## src/rtl/fixed_pkg.sv

```systemverilog
// Shared constants, FSM state encoding and packed BCD types for the
// fixed-point to BCD converter.
package fixed_pkg;

   localparam int unsigned INT_W       = 15;
   localparam int unsigned FRAC_W      = 10;
   localparam int unsigned INT_DIGITS  = 5;
   localparam int unsigned FRAC_DIGITS = 3;
   localparam int unsigned CNT_W       = $clog2(INT_W);

   typedef enum logic [1:0] {
      IDLE,
      INT,
      FRAC,
      DONE
   } state_t;

   typedef logic [4*INT_DIGITS-1:0]  int_bcd_t;
   typedef logic [4*FRAC_DIGITS-1:0] frac_bcd_t;

endpackage

```

## src/rtl/bcd_add3.sv

```systemverilog
// Double-dabble digit correction: a nibble of 5 or more gets +3 before the shift.
module bcd_add3 (
   input  logic [3:0] nib_i,
   output logic [3:0] nib_o
);

   always_comb begin
      nib_o = (nib_i >= 4'd5) ? nib_i + 4'd3 : nib_i;
   end

endmodule

```

## src/rtl/fixed_to_bcd.sv

```systemverilog
// Iterative converter: integer magnitude via double-dabble, fraction via
// repeated multiply-by-10 (truncated). One word in flight, valid/ready input.
module fixed_to_bcd
   import fixed_pkg::*;
(
   input  logic                     clk,
   input  logic                     rst_n,
   input  logic                     in_valid,
   output logic                     in_ready,
   input  logic                     in_neg,
   input  logic                     in_frac,
   input  logic [INT_W-1:0]         in_int,
   input  logic [FRAC_W-1:0]        in_fbits,
   output logic                     out_valid,
   output logic                     out_neg,
   output logic                     out_frac,
   output logic [4*INT_DIGITS-1:0]  int_bcd,
   output logic [4*FRAC_DIGITS-1:0] frac_bcd
);

   state_t            state_q;
   logic [CNT_W-1:0]  cnt_q;
   logic [INT_W-1:0]  shift_q, shift_d;
   int_bcd_t          bcd_q, bcd_adj, bcd_d;
   logic [FRAC_W-1:0] f_q, f_d;
   logic [FRAC_W+3:0] prod;
   frac_bcd_t         fdig_q, fdig_d;
   logic              neg_q, frac_flag_q;

   logic              in_ready_q, out_valid_q, out_neg_q, out_frac_q;
   int_bcd_t          int_bcd_q;
   frac_bcd_t         frac_bcd_q;

   for (genvar g = 0; g < INT_DIGITS; g++) begin : g_add3
      bcd_add3 u_add3 (
         .nib_i (bcd_q[4*g +: 4]),
         .nib_o (bcd_adj[4*g +: 4])
      );
   end

   always_comb begin
      {bcd_d, shift_d} = {bcd_adj, shift_q} << 1;
      prod             = {4'b0000, f_q} * 14'd10;
      f_d              = prod[FRAC_W-1:0];
      fdig_d           = {fdig_q[4*FRAC_DIGITS-5:0], prod[FRAC_W+3:FRAC_W]};
   end

   always_ff @(posedge clk or negedge rst_n) begin
      if (!rst_n) begin
         state_q     <= IDLE;
         cnt_q       <= '0;
         shift_q     <= '0;
         bcd_q       <= '0;
         f_q         <= '0;
         fdig_q      <= '0;
         neg_q       <= 1'b0;
         frac_flag_q <= 1'b0;
         in_ready_q  <= 1'b1;
         out_valid_q <= 1'b0;
         out_neg_q   <= 1'b0;
         out_frac_q  <= 1'b0;
         int_bcd_q   <= '0;
         frac_bcd_q  <= '0;
      end else begin
         case (state_q)
            IDLE: begin
               out_valid_q <= 1'b0;
               if (in_valid) begin
                  shift_q     <= in_int;
                  f_q         <= in_fbits;
                  neg_q       <= in_neg;
                  frac_flag_q <= in_frac;
                  bcd_q       <= '0;
                  fdig_q      <= '0;
                  cnt_q       <= CNT_W'(INT_W - 1);
                  in_ready_q  <= 1'b0;
                  state_q     <= INT;
               end
            end
            INT: begin
               bcd_q   <= bcd_d;
               shift_q <= shift_d;
               if (cnt_q == '0) begin
                  cnt_q   <= CNT_W'(FRAC_DIGITS - 1);
                  state_q <= FRAC;
               end else begin
                  cnt_q <= cnt_q - 1'b1;
               end
            end
            FRAC: begin
               f_q    <= f_d;
               fdig_q <= fdig_d;
               if (cnt_q == '0) begin
                  // Results load on the DONE entry edge, so the last digit comes from fdig_d.
                  int_bcd_q   <= bcd_q;
                  frac_bcd_q  <= fdig_d;
                  out_neg_q   <= neg_q;
                  out_frac_q  <= frac_flag_q;
                  out_valid_q <= 1'b1;
                  state_q     <= DONE;
               end else begin
                  cnt_q <= cnt_q - 1'b1;
               end
            end
            DONE: begin
               out_valid_q <= 1'b0;
               in_ready_q  <= 1'b1;
               state_q     <= IDLE;
            end
            default: begin
               out_valid_q <= 1'b0;
               in_ready_q  <= 1'b1;
               state_q     <= IDLE;
            end
         endcase
      end
   end

   assign in_ready  = in_ready_q;
   assign out_valid = out_valid_q;
   assign out_neg   = out_neg_q;
   assign out_frac  = out_frac_q;
   assign int_bcd   = int_bcd_q;
   assign frac_bcd  = frac_bcd_q;

endmodule

```

## config.mk

```make
export PLATFORM = sky130hd
export DESIGN_NAME = fixed_to_bcd
export DESIGN_NICKNAME = d
export VERILOG_FILES = /design/src/rtl/fixed_pkg.sv /design/src/rtl/bcd_add3.sv /design/src/rtl/fixed_to_bcd.sv
export SDC_FILE = /design/constraint.sdc
export NUM_CORES = 1
export LEC_CHECK = 0
export CAP_MARGIN = 20
export CORE_UTILIZATION = 35
export CTS_CLUSTER_SIZE = 40
export DETAILED_ROUTE_END_ITERATION = 16
export HOLD_SLACK_MARGIN = 0.12
export PLACE_DENSITY = 0.66
export SLEW_MARGIN = 20
export SYNTH_ARGS = -nofsm -noshare
export SYNTH_HDL_FRONTEND = slang
export SYNTH_SLANG_ARGS = --single-unit
```

## constraint.sdc

```tcl
create_clock -name clk -period 3.15 [get_ports clk]
set_clock_uncertainty 0.05 [all_clocks]
set_input_delay 0.315 -clock clk [delete_from_list [all_inputs] [get_ports clk]]
set_output_delay 0.315 -clock clk [all_outputs]
set_load 0.01 [all_outputs]
```

==> Word level (Yosys, flattened, before mapping) <==
Index checks and enable logic that the tools add are counted.
{ "totals": {"ff_bits": 97, "inputBits": 30, "output_inout_bits": 36} }
{ "classes": {"add_sub_neg": 6, "multipliers": 1, "n_lt_le_gt_ge": 5, "n_eq_ne": 7, "mux": 25, "n_reduce_logical": 16} }
{ "ops": {"columns": ["operator", "count"], "rows": [
  ["20-bit case mux with 2 select lines", 1],
  ["15-bit case mux with 2 select lines", 1],
  ["4-bit two-way mux", 7],
  ["4-bit by 3-bit greater-or-equal comparator with 1-bit output (second input constant)", 5],
  ["20-bit two-way mux", 1],
  ["10-bit case mux with 2 select lines", 1],
  ["4-bit by 2-bit adder with 4-bit output (second input constant)", 4],
  ["8-bit case mux with 2 select lines", 1],
  ["15-bit two-way mux", 1],
  ["10-bit by 3-bit multiplier with 13-bit output (second input constant)", 1],
  ["4-bit case mux with 3 select lines", 1],
  ["2-bit AND reduction", 6],
  ["10-bit two-way mux", 1],
  ["8-bit two-way mux", 1],
  ["2-bit != test (second input constant)", 4],
  ["2-bit case mux with 4 select lines", 1],
  ["2-bit nonzero test", 4],
  ["2-bit two-way mux", 3],
  ["3-bit AND reduction", 2],
  ["2-bit == test (second input constant)", 2],
  ["4-bit zero test", 1],
  ["1-bit case mux with 2 select lines", 2],
  ["4-bit by 1-bit subtractor with 4-bit output (second input constant)", 1],
  ["3-bit by 2-bit adder with 3-bit output (second input constant)", 1],
  ["other kinds (6)", 7]
]} }

==> Logic depth before layout (Yosys ltp) <==
{ "logic_depth": {"depth_word": 4, "mapped_depth": 8} }

==> Cells and area by module <==
A second synthesis with hierarchy kept.
{ "unflattened": {"hier_cells": 447, "hier_area_um2": 4989.8} }
{ "by_module_without_submodules": {"columns": ["module", "instances", "cells_each", "area_per_inst_um2", "seq_area_each_um2"], "rows": [
  ["fixed_to_bcd", 1, 367, 4483.0, 2428.6],
  ["bcd_add3", 5, 16, 101.3, 0.0]
]} }

==> Least setup slack after synthesis <==
OpenSTA, ideal clock, no wires.
{ "synth_timing": {"path_type": "register -> register", "start": "register f_q[1]", "end": "register fdig_q[2]", "setup_time_ps": 123, "arrival_ps": 2043, "t_required_ps": 2977, "setup_slack_ps": 934, "stages_incl_launch_ff": 9, "synth_period_minus_slack_ps": 2216, "cell_sequence": "dfrtp_1 -> ha_1 -> ha_1 -> fa_1 -> a21o_1 -> a221oi_2 -> o21ai_2 -> xnor2_2 -> o21ai_1"} }
{ "synth_between": {"elab_chain_len": 2} }
{ "synth_rtl": {"columns": ["item", "line", "rtl"], "rows": [
  ["from (decl)", "fixed_to_bcd.sv:25", "logic [FRAC_W-1:0] f_q, f_d;"],
  ["from (signal assigned)", "fixed_to_bcd.sv:70", "f_q <= in_fbits;"],
  ["10-bit by 3-bit multiplier with 13-bit output", "fixed_to_bcd.sv:43", "prod = {4'b0000, f_q} * 14'd10;"],
  ["8-bit case mux with 2 select lines", "fixed_to_bcd.sv:65", "case (state_q)"],
  ["to (signal assigned)", "fixed_to_bcd.sv:92", "fdig_q <= fdig_d;"],
  ["to (decl)", "fixed_to_bcd.sv:27", "frac_bcd_t fdig_q, fdig_d;"]
]} }
No other way between the ends.
A chain may end at the register's enable or synchronous reset.

==> Worst setup path in the final report <==
{ "layout_timing": {"start": "register f_q[1]", "end": "register fdig_q[0]"} }
Same word-level chain as after synthesis.

==> results.sh <==
export IMPL_ys_seq_area_share_pct=50.44
export IMPL_dpl_hpwl_um=7145
export IMPL_dieArea_um2=14230
export IMPL_required_ns=3.32
export IMPL_critPathCaptureType="flop"
export IMPL_crit_type="reg2reg"
export IMPL_avgSynthCellArea_um2=9.727
export IMPL_synth_mux_area_fraction_pct=5.068
export IMPL_fmax_mhz=422.7
export IMPL_synth_edff_count=0
export IMPL_grt_pass1_wl_um=17010
export IMPL_clk_path_buf_depth=2
export IMPL_n_antenna_cell=0
export IMPL_syn_area_um2=4815
export IMPL_routed_wl_um=9921
export IMPL_ys_ff_latch=97
export IMPL_drc_errors=0
export IMPL_drt_antenna_violating_nets=0
export IMPL_vias_per_cell=4.892
export IMPL_rows=42
export IMPL_start_util_pct=36.07
export IMPL_grt_start_max_net_pins=49
export IMPL_cts_sinks=97
export IMPL_postCtsSetupBuffers=0
export IMPL_fillCellCount=1315
export IMPL_async_flop_share_pct=100.0
export IMPL_slew_limit_headroom_pct=51.43
export IMPL_ios=66
export IMPL_firstDrtPassIters=4
export IMPL_syn_num_nets=558
export IMPL_insertion_delay_ns=0.34
export IMPL_antenna_found_initial=0
export IMPL_dp_cells=724
export IMPL_drive_above_1_share_pct=6.738
export IMPL_slowest_stage="fa_1"
export IMPL_max_cap_viol_count=0
export IMPL_clockRootBuffer="clkbuf_16"
export IMPL_portBuffers=65
export IMPL_instances_no_fill=740
export IMPL_syn_to_final_growth_pct=23.99
export IMPL_status="finished clean"
export IMPL_grt_overflow_total=0
export IMPL_tns_ns=0
export IMPL_multi_input_area_um2=2228
export IMPL_postCtsHoldBufs=1
export IMPL_gp_congestion=0.7562
export IMPL_cts_tree="built"
export IMPL_finalNetCount=623
export IMPL_fin_crit_sh_pct=75.10
export IMPL_setup_viol=0
export IMPL_drt_iter0_drc=153
export IMPL_cp_data_arrival_time_ns=2.53
export IMPL_synthCells=495
export IMPL_grt_pass1_vias=3566
export IMPL_synthXorXnorAreaFrac_pct=2.885
export IMPL_hold_viol=0
export IMPL_fp_dieW_um=119.3
export IMPL_wl_per_cell_um=13.41
export IMPL_synth_top_family_by_area="simple AND/OR/NAND/NOR gates"
export IMPL_path_cells="ha_1, ha_1, fa_1, a21o_1, a221oi_2, xor2_1, o21ai_0"
export IMPL_irDropWorstVdd_mv=0.3544
export IMPL_synth_compound_area_share_pct=14.37
export IMPL_worst_path_max_fanout=3
export IMPL_cts_clk_slew_worst_paths_ns=0.07
export IMPL_critPathMaxStageDelay_ns=0.42
export IMPL_via_count=3620
export IMPL_rsz0062_at_grt="no"
export IMPL_fin_crit_ns=2.366
export IMPL_htree_levels=3
export IMPL_synth_top_flop_cell="dfrtp_1"
export IMPL_cellPowerDensity_nw_per_um2=907.8
export IMPL_track_usage_pct=15.10
export IMPL_p_leak_nw=2.735
export IMPL_cts_buffers=9
export IMPL_start_kind="flop"
export IMPL_hp_class="reg2reg"
export IMPL_slew_violations=0
export IMPL_ff_latch_area_um2=2429
export IMPL_synth_adder_area_share_pct=8.732
export IMPL_tightestPinTransition_ns=0.7268
export IMPL_core_um2=13350
export IMPL_synth_simple_area_share_pct=14.99
export IMPL_die_y_um=119.3
export IMPL_timing_critical_path_mode_cell="ha_1"
export IMPL_cts_resized=0
export IMPL_synth_cell_types=46
export IMPL_synth_warnings=0
[critical path, delay by kind of cell, from the launching register on]
kind,cells,cell delay (ns)
adders and majority gates,3,0.96
DFF,1,0.39
xor gates and xnor gates,1,0.21
AOI/OAI and AO/OA,3,0.63
[stage by stage]
step / utilization [%] / instance area, µm² / power, mW / hold WS (ns) / worst slack, ns
detailed placement: 42.32 / 5649 / 4.301 / 0.3269 / 0.7992
global placement: 42.32 / 5649 / 4.199 / 0.3159 / 0.8320
floorplan: - / 4815 / 3.596 / -0.03059 / 0.9340
finish: 44.72 / 5969 / 5.419 / 0.4121 / 0.7845
CTS: 44.72 / 5969 / 5.482 / 0.4164 / 0.7747
global route: 44.72 / 5969 / 5.861 / 0.4487 / 0.5450
[sequential cells by signal, summed over array words and instances, names as in the netlist, 2 cells and up]
signal and flops:
state_q 2, int_bcd 20, shift_q 15, frac_bcd 12, cnt_q 4, bcd_q 20
fdig_q 8, f_q 10
[layout by cell type (no fill, tap or decap), types with 2 or more instances in the layout]
master / n
o31ai_1: 6
clkbuf_1: 2
mux2i_1: 21
dfrtp_1: 96
ha_1: 32
nand3_1: 3
nor2_1: 9
nand2_1: 129
and3_1: 3
o21ai_1: 26
a22o_1: 6
nor2b_1: 2
clkbuf_16: 9
bufinv_16: 2
xor2_1: 7
buf_4: 9
a21oi_1: 21
xnor2_1: 7
nand2b_1: 8
o21ai_0: 48
a21o_1: 3
clkdlybuf4s50_1: 64
inv_1: 16
mux2_2: 3
nor3_1: 6
[Yosys cell counts (4+ instances only)]
master / count / area (µm²)
a21oi_1: 21 / 105.1
nor3_1: 6 / 30.03
o21ai_1: 26 / 130.1
clkbuf_1: 4 / 15.01
nor2_1: 9 / 33.78
ha_1: 32 / 400.4
a22o_1: 6 / 52.55
nand2_1: 129 / 484.2
inv_1: 16 / 60.06
dfrtp_1: 96 / 2402
o31ai_1: 6 / 45.04
o21ai_0: 48 / 240.2
xnor2_1: 7 / 61.31
xor2_1: 7 / 61.31
nand2b_1: 8 / 50.05
buf_4: 4 / 30.03
mux2i_1: 21 / 210.2
buf_2: 12 / 60.06
[layer usage]
layer | share of wire (%) | global-route usage, %
met1 | 46 | 19.14
met2 | 48 | 24.53
met3 | 4.3 | 3.975
met4 | 1.7 | 5.854
met5 | 0 | 0
[logic make-up after synthesis]
| kind of cell | count (synthesis) |
|---|---|
| muxes | 24 |
| xor gates and xnor gates | 15 |
| buffers and inverters | 37 |
| and+or+nand+nor | 169 |
| DFF | 97 |
| adders and majority gates | 33 |
| AOI/OAI and AO/OA | 120 |
[cell type report]
| cell class | instances | area share, % |
|---|---|---|
| timing repair buffer | 74 | 12.03 |
| inverter | 17 | 1.069 |
| clock inverter | 4 | 1.300 |
| tap | 176 | 3.689 |
| clock buffer | 11 | 3.899 |
| sequential | 97 | 40.68 |
| multi-input combinational | 361 | 37.33 |
[path summary, 6_finish.rpt]
kind                                  start           to  slack [ns]  cells past startpoint
worst max register to register       f_q[1]    fdig_q[0]        0.78                      7
worst max-delay path                 f_q[1]    fdig_q[0]        0.78                      7
min in group asynchronous             rst_n  frac_bcd[7]        0.48                      2
worst min register to register  frac_flag_q     out_frac        0.41                      2
max in group asynchronous             rst_n     in_ready        1.72                      3
worst min-delay path            frac_flag_q     out_frac        0.41                      2
[report_power, final]
part	leakage, nW	internal, mW	switching (mW)
sequential	1.28	1.63	0.271
combinational	1.31	1.04	1.32
clock	0.150	0.696	0.460
total	2.73	3.37	2.05
(Power assumes the default switching activity.)
